File: src/rtl/mix_pkg.sv
// Shared MIX datapath definitions: word layout, store-sequencer states,
// and the field-spec validity test.
package mix_pkg;

  localparam int unsigned MixWordW = 31;
  localparam int unsigned ByteW    = 6;
  localparam int unsigned NumBytes = 5;
  localparam int unsigned SignBit  = 30;

  // F = 8L+R for the whole word (0:5)
  localparam logic [5:0] FULL_FIELD = 6'o05;

  typedef enum logic [1:0] {
    StIdle,
    StRead,
    StWait,
    StWrite
  } state_e;

  // Field L:R is meaningful only when L <= R <= 5
  function automatic logic field_ok(input logic [5:0] f);
    return (f[5:3] <= f[2:0]) && (f[2:0] <= 3'd5);
  endfunction

  // LSB position of MIX byte k (1 = leftmost, 5 = rightmost)
  function automatic int unsigned byte_lsb(input int unsigned k);
    return (NumBytes - k) * ByteW;
  endfunction

endpackage

File: src/rtl/store_seq_if.sv
// Store request and main-memory port bundle for store_seq.
// master: the sequencer side; slave: requester plus memory side.
interface store_seq_if #(
  parameter int unsigned ADDR_W = 12,
  parameter int unsigned WORD_W = 31
) ();

  logic              req_valid;
  logic              req_ready;
  logic [ADDR_W-1:0] req_addr;
  logic [WORD_W-1:0] req_reg;
  logic [5:0]        req_field;

  logic [ADDR_W-1:0] mem_addr;
  logic              mem_rd;
  logic [WORD_W-1:0] mem_rdata;
  logic              mem_wr;
  logic [WORD_W-1:0] mem_wdata;

  logic              done;
  logic              err;

  modport master (
    input  req_valid, req_addr, req_reg, req_field, mem_rdata,
    output req_ready, mem_addr, mem_rd, mem_wr, mem_wdata, done, err
  );

  modport slave (
    output req_valid, req_addr, req_reg, req_field, mem_rdata,
    input  req_ready, mem_addr, mem_rd, mem_wr, mem_wdata, done, err
  );

endinterface

File: src/rtl/fieldS.sv
// Field-store merge: bytes max(L,1)..R of the old word take the register's
// rightmost bytes, the sign is replaced only when L=0. An invalid field
// leaves the old word untouched.
module fieldS
  import mix_pkg::*;
(
  input  logic [MixWordW-1:0] in_word,
  input  logic [MixWordW-1:0] data_word,
  input  logic [5:0]          field,
  output logic [MixWordW-1:0] out_word
);

  logic [2:0] fl;
  logic [2:0] fr;
  logic [2:0] first;

  // Combinational byte merge
  always_comb begin
    fl       = field[5:3];
    fr       = field[2:0];
    first    = (fl == 3'd0) ? 3'd1 : fl;
    out_word = data_word;
    if (field_ok(field)) begin
      if (fl == 3'd0) begin
        out_word[SignBit] = in_word[SignBit];
      end
      for (int unsigned b = 1; b <= NumBytes; b++) begin
        // Target byte b pulls register byte 5-(R-b), right-aligning the source
        if (b >= 32'(first) && b <= 32'(fr)) begin
          out_word[byte_lsb(b) +: ByteW] =
            in_word[byte_lsb(NumBytes - (32'(fr) - b)) +: ByteW];
        end
      end
    end
  end

endmodule

File: src/rtl/store_seq.sv
// MIX memory-store sequencer: read-modify-write for partial fields, a single
// write for the full word (0:5).
// Optional macro STORE_FCHK_EN: reject fields with L>R or R>5 in IDLE,
// pulsing err with done and touching no memory.
module store_seq
  import mix_pkg::*;
#(
  parameter int unsigned ADDR_W = 12,
  parameter int unsigned WORD_W = 31
) (
  input logic         clk,
  input logic         rst_n,
  store_seq_if.master bus
);

  state_e            state_q, state_d;
  logic [ADDR_W-1:0] addr_q;
  logic [WORD_W-1:0] reg_q;
  logic [WORD_W-1:0] data_q;
  logic [5:0]        field_q;
  logic              done_q;
  logic              accept;
  logic              fchk_bad;
  logic [WORD_W-1:0] merged;

  fieldS u_fields (
    .in_word  (reg_q),
    .data_word(data_q),
    .field    (field_q),
    .out_word (merged)
  );

  // Next-state logic and request acceptance
  always_comb begin
    state_d  = state_q;
    accept   = 1'b0;
    fchk_bad = 1'b0;
    unique case (state_q)
      StIdle: begin
        if (bus.req_valid) begin
          accept = 1'b1;
`ifdef STORE_FCHK_EN
          if (!field_ok(bus.req_field)) begin
            fchk_bad = 1'b1;
            state_d  = StIdle;
          end else
`endif
          if (bus.req_field == FULL_FIELD) begin
            state_d = StWrite;
          end else begin
            state_d = StRead;
          end
        end
      end
      StRead:  state_d = StWait;
      StWait:  state_d = StWrite;
      StWrite: state_d = StIdle;
      default: state_d = StIdle;
    endcase
  end

  // State register; reset aborts any in-flight store
  always_ff @(posedge clk or negedge rst_n) begin
    if (!rst_n) begin
      state_q <= StIdle;
    end else begin
      state_q <= state_d;
    end
  end

  // Request latches, read-data capture and the completion pulse
  always_ff @(posedge clk or negedge rst_n) begin
    if (!rst_n) begin
      addr_q  <= '0;
      reg_q   <= '0;
      field_q <= '0;
      data_q  <= '0;
      done_q  <= 1'b0;
    end else begin
      if (accept) begin
        addr_q  <= bus.req_addr;
        reg_q   <= bus.req_reg;
        field_q <= bus.req_field;
      end
      if (state_q == StWait) begin
        data_q <= bus.mem_rdata;
      end
      done_q <= (state_q == StWrite) || fchk_bad;
    end
  end

`ifdef STORE_FCHK_EN
  logic err_q;

  // Invalid-field flag, pulses alongside done
  always_ff @(posedge clk or negedge rst_n) begin
    if (!rst_n) begin
      err_q <= 1'b0;
    end else begin
      err_q <= fchk_bad;
    end
  end
  assign bus.err = err_q;
`else
  assign bus.err = 1'b0;
`endif

  // Memory strobes; write data depends only on registered state, never on
  // mem_rdata, and every output is zero outside its strobe
  always_comb begin
    bus.req_ready = (state_q == StIdle);
    bus.mem_rd    = (state_q == StRead);
    bus.mem_wr    = (state_q == StWrite);
    bus.mem_addr  = '0;
    bus.mem_wdata = '0;
    bus.done      = done_q;
    if (bus.mem_rd || bus.mem_wr) begin
      bus.mem_addr = addr_q;
    end
    if (bus.mem_wr) begin
      bus.mem_wdata = (field_q == FULL_FIELD) ? reg_q : merged;
    end
  end

endmodule
File: src/flat_wrapper.sv
// flat-port wrapper written by rule: the top's interface ports become plain ports
module store_seq_flat import mix_pkg::*;
#(
  parameter int unsigned ADDR_W = 12,
  parameter int unsigned WORD_W = 31
)
  (clk, rst_n, bus_req_valid, bus_req_addr, bus_req_reg, bus_req_field, bus_mem_rdata, bus_req_ready, bus_mem_addr, bus_mem_rd, bus_mem_wr, bus_mem_wdata, bus_done, bus_err);
  store_seq_if #(.ADDR_W(ADDR_W), .WORD_W(WORD_W)) bus_i ();
  input logic clk;
  input logic rst_n;
  input wire logic [$bits(bus_i.req_valid)-1:0] bus_req_valid;
  input wire logic [$bits(bus_i.req_addr)-1:0] bus_req_addr;
  input wire logic [$bits(bus_i.req_reg)-1:0] bus_req_reg;
  input wire logic [$bits(bus_i.req_field)-1:0] bus_req_field;
  input wire logic [$bits(bus_i.mem_rdata)-1:0] bus_mem_rdata;
  output wire logic [$bits(bus_i.req_ready)-1:0] bus_req_ready;
  output wire logic [$bits(bus_i.mem_addr)-1:0] bus_mem_addr;
  output wire logic [$bits(bus_i.mem_rd)-1:0] bus_mem_rd;
  output wire logic [$bits(bus_i.mem_wr)-1:0] bus_mem_wr;
  output wire logic [$bits(bus_i.mem_wdata)-1:0] bus_mem_wdata;
  output wire logic [$bits(bus_i.done)-1:0] bus_done;
  output wire logic [$bits(bus_i.err)-1:0] bus_err;
  assign bus_i.req_valid = bus_req_valid;
  assign bus_i.req_addr = bus_req_addr;
  assign bus_i.req_reg = bus_req_reg;
  assign bus_i.req_field = bus_req_field;
  assign bus_i.mem_rdata = bus_mem_rdata;
  assign bus_req_ready = bus_i.req_ready;
  assign bus_mem_addr = bus_i.mem_addr;
  assign bus_mem_rd = bus_i.mem_rd;
  assign bus_mem_wr = bus_i.mem_wr;
  assign bus_mem_wdata = bus_i.mem_wdata;
  assign bus_done = bus_i.done;
  assign bus_err = bus_i.err;
  store_seq #(.ADDR_W(ADDR_W), .WORD_W(WORD_W)) u_core (.clk(clk), .rst_n(rst_n), .bus(bus_i));
endmodule
File: config.mk
export PLATFORM = sky130hd
export DESIGN_NAME = store_seq_flat
export DESIGN_NICKNAME = d
export VERILOG_FILES = /design/src/rtl/mix_pkg.sv /design/src/rtl/store_seq_if.sv /design/src/rtl/fieldS.sv /design/src/rtl/store_seq.sv /design/src/flat_wrapper.sv
export SDC_FILE = /design/constraint.sdc
export NUM_CORES = 1
export LEC_CHECK = 0
export CORE_AREA = 2 2 189 191
export CTS_CLUSTER_DIAMETER = 120
export DETAILED_ROUTE_END_ITERATION = 7
export DIE_AREA = 0 0 191 193
export SLEW_MARGIN = 25
export SYNTH_ARGS = -nofsm -noshare
export SYNTH_HDL_FRONTEND = slang
export SYNTH_SLANG_ARGS = --single-unit
File: constraint.sdc
create_clock -name clk -period 4.3 [get_ports clk]
set_input_delay 0.43 -clock clk [delete_from_list [all_inputs] [get_ports clk]]
set_output_delay 0.43 -clock clk [all_outputs]
set_load 0.05 [all_outputs]
==> flow_summary.toml, run 1 <==
[synthesis]
post_synth_main_area_contributors = "dfrtp_1 (24%), mux2_2 (11%), mux4_2 (5.8%), mux2i_1 (4.8%), nand2_1 (4.3%)"
ys_async_sr_fraction_pct = 100
synth_edf_count = 0
dominantRegCellSynth = "dfrtp_1"
synth_largest_type_area_fraction_pct = 24.3
syn_area_um2 = 8560
total_nets_after_synthesis = 1109
netlist.top_cell.by_area = "dfrtp_1"
synth.lib_cells_used.distinct = 91
synthesis.instances = 995
synth_warnings = 0
synth_sequential_area_ratio_pct = 24.3
ys_seq_elements = 83
synth_area_per_cell_um2 = 8.60

[cts]
tritoncts_clock_tree = "built"
numClockSinks = 83
worstSkewPairLatency_ps = 360
h-tree-depth = 3
clk_root_buffer_cell = "clkbuf_16"
cts_inserted_buffers = 9
post-cts-setup-buffer-count = 0
buffers_from_clock_root_to_sink_at_most = 2
worst_setup_hold_path_clk_slew_ps = 60

[timing]
timing.fmax_ghz = 0.237
post-route-period-util_pct = 98.0
worst_pin_slew_ps = 855
slew_headroom_pct = 43.0
total_count_of_max_transition_violations_in_the_final_report = 0
setup_viol = 0
layout_min_cycle_time_ps = 4210
setup_slack_ps = 86.1
final.setup.tns_ps = 0
rsz0062_at_grt = "yes"
worst_clock_skew_ps = 5.88
final_hold_viol_count = 0

[global_route]
grt-ovfl-total = 0
grt_use_met2_pct = 34.0
grt_antenna_before_repair = 0
use_met1_pct = 27.0
grt_util_all_layers_pct = 21.2
first_global_vias = 9022
grt_busiest_layer = "met2"
largest_net_degree_at_the_start_of_global_routing = 84
wire_length_of_the_first_global_routing_pass_um = 58000
global_route.usage.met3_pct = 4.16

[critical_path]
nature_of_the_critical_path_endpoint = "output port"
timing.critical_path.required_ps = 3870
path_class = "register to output port"
arrival_time_reported_for_the_critical_path_endpoint_ps = 3780
crit_path_start_kind = "register"
worst-path-max-fanout = 11

[die]
dieArea_um2 = 36900
die_x_um = 191
fp.coreArea_um2 = 35000
floorplan.initialDensity_pct = 24.5
die_height_um = 193
boundaryPins = 131
row_count = 69

[placement]
placement.setup.worst_slack_ps = 514
hpwlAfterDp_um = 28300
numPortBuffers = 129
placement.cell_area_um2 = 10800
gp_congestion = 1.00
placed_cells_incl_taps = 1533

[final_layout]
final_cells = 1549
area_growth_pct = 29.1
fillers = 3682
final_layout_size_suffix_gt1_share_pct = 21.5
antenna_cells = 0
layout_cell_area_excl_fill_um2 = 11100
mostFrequentLayoutCells = "nand2_1 (98), clkdlybuf4s50_1 (97), mux2_2 (87)"
finish.net_count = 1197
final_common_cell = "nand2_1"
register_area_um2 = 2080
area_of_combinational_cells_with_multiple_inputs_um2 = 6030

[route]
first_iter_violations = 955
drt-vias-per-instance = 5.78
drtPass1Iterations = 8
routed-via-count = 8950
antenna_violating_nets_post_route = 0
route.detailed.drc = 0
wl_um = 38800
wire_per_inst_um = 25.1

[run]
max-cap-violations = 0

[status]
outcome = "finished, final reports clean"

[min_path]
holdCritPathClass = "input port to asynchronous set/reset pin"
## metal layers
layer / part of all wire (%) / wire, um / up-vias
met5: 0 / 0 / -
met4: 5.8 / 2250 / 0
met3: 8.8 / 3440 / 134
met2: 46 / 17800 / 528
met1: 40 / 15400 / 4375
li1: - / - / 3913
## layout make-up
type | count | share of cell area (%)
clock buffer | 11 | 2.20
clock inverter | 5 | 0.328
inverter | 25 | 0.849
multi-input combinational | 784 | 54.6
sequential | 83 | 18.8
tap | 461 | 5.22
timing repair buffer | 180 | 18.0
## worst max-delay path, cell delays in order, from the launching register on
cell	delay [ps]
dfrtp_1	360
clkinv_1	450
ha_1	490
inv_1	70
fa_1	630
nor2b_1	330
nand2_1	120
nor2_1	120
a21oi_1	80
a311oi_1	320
o221a_1	290
buf_12	150
## cell families after synthesis
family                   after synthesis  share of synthesized area, %
flip-flops                            83                          24.3
AO/OA/AOI/OAI                        298                          24.0
other                                  1                        0.0438
buffers and inverters                128                          6.52
XOR/XNOR                               7                         0.892
adder cells (fa/ha/maj)               31                          4.88
AND/OR/NAND/NOR                      295                          17.0
multiplexers                         152                          22.3
## cell usage after synthesis, types with 21 or more instances
cell type  instances
dfrtp_1           83
nand2_1           99
buf_2             37
mux2i_1           41
clkbuf_1          52
ha_1              27
inv_1             21
mux4_2            22
a21oi_1           69
nor3_1            24
nor2_1            55
mux2_2            87
o21ai_0           53
nor2b_1           26
## sequential cells by signal, summed over array words and instances, names as in the netlist
signal / cells
u_core.data_q: 31
u_core.reg_q: 31
u_core.addr_q: 12
u_core.field_q: 6
u_core.state_q: 2
u_core.bus.done: 1
## path summary, 6_finish.rpt
check / start / endpoint / slack, ps / depth (start not counted)
max: u_core.field_q[2] / bus_mem_wdata[27] / 90 / 11
min: rst_n / u_core.state_q[0] / 130 / 1
max reg2reg: u_core.state_q[0] / u_core.reg_q[13] / 2480 / 4
min reg2reg: u_core.addr_q[3] / u_core.addr_q[3] / 500 / 1
max in group asynchronous: rst_n / u_core.field_q[0] / 3580 / 1
min in group clk: u_core.addr_q[3] / u_core.addr_q[3] / 500 / 1
## what timing repair did
action / 4_1_cts / 5_1_grt
resized for setup: 0 / 5
hold buffers: 0 / 0
endpoints found under the setup margin: 0 / 8
## through the flow
step           util (%)  hold slack (ps)
2_1_floorplan         -              134
3_3_place_gp       30.7              479
3_5_place_dp       30.8              486
4_1_cts            31.6              165
5_1_grt            31.6              208
6_report           31.6              129
Power of run 1 is not shown: default switching activity piles up to over one toggle a cycle in this logic, so the estimate is an artifact.
==> run 2, diff against run 1 <==
--- a/config.mk
+++ b/config.mk
@@ -5,10 +5,12 @@
 export SDC_FILE = /design/constraint.sdc
 export NUM_CORES = 1
 export LEC_CHECK = 0
+export CAP_MARGIN = 25
 export CORE_AREA = 2 2 189 191
 export CTS_CLUSTER_DIAMETER = 120
 export DETAILED_ROUTE_END_ITERATION = 7
 export DIE_AREA = 0 0 191 193
+export PLACE_DENSITY = 0.44
 export SLEW_MARGIN = 25
 export SYNTH_ARGS = -nofsm -noshare
 export SYNTH_HDL_FRONTEND = slang
==> flow_summary.toml, run 2 (synthesis results as in run 1) <==
[status]
outcome = "finished, final reports clean"

[critical_path]
critical_path.max_stage_delay_ps = 560
nature_of_the_critical_path_endpoint = "output port"
timing.critical_path.required_ps = 3870
critical-path-top-delay-family = "compound AO/OA/AOI/OAI gates"
timing.reg2reg.worst_path_depth = 5
crit_path_start_kind = "register"
path_class = "register to output port"
worst-path-max-fanout = 7
path_cells = "ha_1, inv_1, ha_1, inv_1, ha_1, a21oi_1, xnor2_1, nor3_1, a21oi_1, a211oi_1, buf_12"
worst-r2r-setup-slack_ps = 2130
cp-startpoint = "u_core.field_q[0]"
cp-endpoint = "bus_mem_wdata[16]"
rr_startpoint = "u_core.state_q[0]"
arrival_time_reported_for_the_critical_path_endpoint_ps = 3670
path_buf_inv = 3
worstReg2RegEnd = "u_core.reg_q[24]"
critical_path_cell_count = 11
timing.critical_path.mode_cell = "ha_1"
slowest_stage = "dfrtp_4"

[timing]
setup_viol = 0
slew_headroom_pct = 45.8
rsz0062_at_grt = "no"
timing.fmax_ghz = 0.244
post-route-period-util_pct = 95.4
final_hold_viol_count = 0
final.setup.tns_ps = 0
worst_pin_slew_ps = 812
worst_clock_skew_ps = 9.22
layout_min_cycle_time_ps = 4100
total_count_of_max_transition_violations_in_the_final_report = 0

[route]
first_iter_violations = 909
wire_per_inst_um = 26.6
antenna_violating_nets_post_route = 0
wl_um = 41300
routed-via-count = 8854
drtPass1Iterations = 5
route.detailed.drc = 0
drt-vias-per-instance = 5.70

[die]
floorplan.initialDensity_pct = 24.5
row_count = 69
fp.coreArea_um2 = 35000
dieArea_um2 = 36900
die_height_um = 193
boundaryPins = 131
die_x_um = 191

[final_layout]
area_growth_pct = 30.8
antenna_cells = 0
final_common_cell = "nand2_1"
final_layout_size_suffix_gt1_share_pct = 21.6
finish.net_count = 1201
mostFrequentLayoutCells = "nand2_1 (98), clkdlybuf4s50_1 (97), mux2_2 (87)"
top_regs = "u_core.data_q: 31 flops, u_core.reg_q: 31 flops, u_core.addr_q: 12 flops"

[cts]
cts_inserted_buffers = 9
h-tree-depth = 3
tritoncts_clock_tree = "built"
clk_root_buffer_cell = "clkbuf_16"
worst_setup_hold_path_clk_slew_ps = 70
numClockSinks = 83
worstSkewPairLatency_ps = 370
buffers_from_clock_root_to_sink_at_most = 2

[run]
max-cap-violations = 0

[placement]
hpwlAfterDp_um = 30100
gp_congestion = 0.982
numPortBuffers = 129

[global_route]
grt-ovfl-total = 0
first_global_vias = 8874
largest_net_degree_at_the_start_of_global_routing = 127
grt_util_all_layers_pct = 22.2
grt_antenna_before_repair = 0
wire_length_of_the_first_global_routing_pass_um = 59200

[min_path]
holdCritPathClass = "input port to asynchronous set/reset pin"
==> run 2: cell type report <==
| type | count | area (um2) |
|---|---|---|
| Timing Repair Buffer | 184 | 2090 |
| Clock buffer | 12 | 267 |
| Inverter | 25 | 93.8 |
| Sequential cell | 83 | 2080 |
| Multi-Input combinational cell | 784 | 6010 |
| Clock inverter | 4 | 80.1 |
| Fill cell | 3702 | 23800 |
| Tap cell | 461 | 577 |
==> run 2: metal layers <==
metal	vias up	global-route usage [%]	part of all wire [%]
met1	4347	26.8	40
met4	0	12.3	5.7
met5	-	0	0
li1	3913	-	-
met2	468	36.4	46
met3	126	5.32	8.3
==> run 2: through the flow <==
stage                     hold WS (ps)  utilization [%]  instances  setup WS, ps  area (um2)
after global placement             480             30.9       1536           525       10800
final                             80.3             32.0       1553           198       11200
after CTS                          122             31.9       1552           244       11200
after global routing               151             32.0       1553          33.8       11200
after detailed placement           486             30.9       1536           644       10800
after floorplan                    134                -        995          4.40        8640
==> run 2: repair_timing <==
action | CTS | global route
gates resized for setup | 0 | 1
setup buffers | 0 | 0
hold buffers | 0 | 0
setup endpoints to repair | 0 | 3
endpoints found under the hold margin | 0 | 0
==> run 2: worst min path at each step <==
stage                                    to              from
after floorplan            u_core.addr_q[0]             rst_n
after global placement     u_core.addr_q[3]  u_core.addr_q[3]
after detailed placement   u_core.addr_q[3]  u_core.addr_q[3]
after CTS                 u_core.state_q[0]             rst_n
after global routing      u_core.state_q[1]             rst_n
final                     u_core.state_q[1]             rst_n
Power of run 2 is left out for the same reason.
==> run 3, diff against run 2 <==
--- a/config.mk
+++ b/config.mk
@@ -15,3 +15,4 @@
 export SYNTH_ARGS = -nofsm -noshare
 export SYNTH_HDL_FRONTEND = slang
 export SYNTH_SLANG_ARGS = --single-unit
+export TNS_END_PERCENT = 10
==> flow_summary.toml, run 3 (synthesis results as in run 1) <==
[status]
outcome = "finished, final reports clean"

[route]
routed-via-count = 8955
wire_per_inst_um = 26.7
wl_um = 41600
drt-vias-per-instance = 5.76
first_iter_violations = 1038
route.detailed.drc = 0
drtPass1Iterations = 6
antenna_violating_nets_post_route = 0

[die]
dieArea_um2 = 36900
floorplan.initialDensity_pct = 24.5
boundaryPins = 131
die_x_um = 191
die_height_um = 193
row_count = 69
fp.coreArea_um2 = 35000

[global_route]
use_met1_pct = 28.4
grt_util_all_layers_pct = 22.8
grt_use_met2_pct = 37.1
first_global_vias = 9086
global_route.usage.met3_pct = 3.73
grt_busiest_layer = "met2"
grt-ovfl-total = 0
wire_length_of_the_first_global_routing_pass_um = 61300
grt_antenna_before_repair = 0
largest_net_degree_at_the_start_of_global_routing = 80

[critical_path]
arrival_time_reported_for_the_critical_path_endpoint_ps = 3770
critical-path-top-delay-family = "adder cells"
path_class = "register to output port"
critical_path.max_stage_delay_ps = 660
nature_of_the_critical_path_endpoint = "output port"
crit_path_start_kind = "register"
worst-path-max-fanout = 20
timing.critical_path.required_ps = 3870
path_cells = "inv_2, ha_4, ha_1, inv_1, fa_2, mux4_2, nand2_1, o211ai_1, a211oi_4, buf_12"
slowest_stage = "fa_2"
path_buf_inv = 3

[final_layout]
area_growth_pct = 29.8
register_area_um2 = 2080
top_regs = "u_core.data_q: 31 flops, u_core.reg_q: 31 flops, u_core.addr_q: 12 flops"
antenna_cells = 0
postLayoutCoreUtil_pct = 31.8
final_cells = 1555
final_common_cell = "nand2_1"
final_layout_size_suffix_gt1_share_pct = 22.0
finish.net_count = 1205
mostFrequentLayoutCells = "nand2_1 (98), clkdlybuf4s50_1 (97), mux2_2 (87)"
fillers = 3723
area_of_combinational_cells_with_multiple_inputs_um2 = 6020

[timing]
layout_min_cycle_time_ps = 4200
timing.fmax_ghz = 0.238
final_hold_viol_count = 0
worst_pin_slew_ps = 927
slew_headroom_pct = 38.2
worst_clock_skew_ps = 6.26
post-route-period-util_pct = 97.6
fin_worst_hold_slack_ps = 81.2
rsz0062_at_grt = "yes"
setup_viol = 0
total_count_of_max_transition_violations_in_the_final_report = 0

[placement]
gp_congestion = 1.00
numPortBuffers = 129
placed_cells_incl_taps = 1541
hpwlAfterDp_um = 30600

[cts]
cts_inserted_buffers = 9
tritoncts_clock_tree = "built"
cts.repair.resized = 0
clk_root_buffer_cell = "clkbuf_16"
cts-hold-fix-buffers = 0
buffers_from_clock_root_to_sink_at_most = 2
worst_setup_hold_path_clk_slew_ps = 70
h-tree-depth = 3
numClockSinks = 83
worstSkewPairLatency_ps = 360
post-cts-setup-buffer-count = 0

[run]
max-cap-violations = 0

[min_path]
holdCritPathClass = "input port to asynchronous set/reset pin"
## run 3: worst register-to-register path, delay by kind of cell (launching register included)
family        cells  cell delay (ps)
buf+inv           2              450
mux               1              350
simple gates      1              600
flops             1              400
fa+ha+maj         1              270
## run 3: path summary, 6_finish.rpt
| path | startpoint | cells after the start | slack, ps | end |
|---|---|---|---|---|
| setup reg to reg | u_core.state_q[0] | 5 | 2120 | u_core.reg_q[21] |
| hold / removal | rst_n | 1 | 80 | u_core.data_q[30] |
| max in group asynchronous | rst_n | 2 | 3230 | u_core.addr_q[10] |
| min in group clk | u_core.addr_q[7] | 1 | 500 | u_core.addr_q[7] |
| hold reg to reg | u_core.addr_q[7] | 1 | 500 | u_core.addr_q[7] |
| setup / recovery | u_core.field_q[0] | 10 | 100 | bus_mem_wdata[28] |
## run 3: final cells by class
cell class,count,area share [%]
well taps,461,5.19
inverters,25,0.845
clock inverters,4,0.462
repair buffers,188,18.4
clock buffers,10,2.15
multi-input cells,784,54.2
flip-flops and latches,83,18.7
## run 3: metrics by stage
stage	cell area (um2)	TNS, ps	setup slack (ps)
after floorplan	8630	-30.9	-30.9
after global placement	10800	0	405
after detailed placement	10800	0	415
after CTS	11100	0	0.0435
after global routing	11100	-22.1	-22.1
final	11100	0	102
## run 3: metal layers
layer  wire length (um)  vias up
met5                  0        -
met4               2530        0
met3               2970      130
met2              19600      472
met1              16500     4428
li1                   -     3925
Power of run 3 is left out for the same reason.
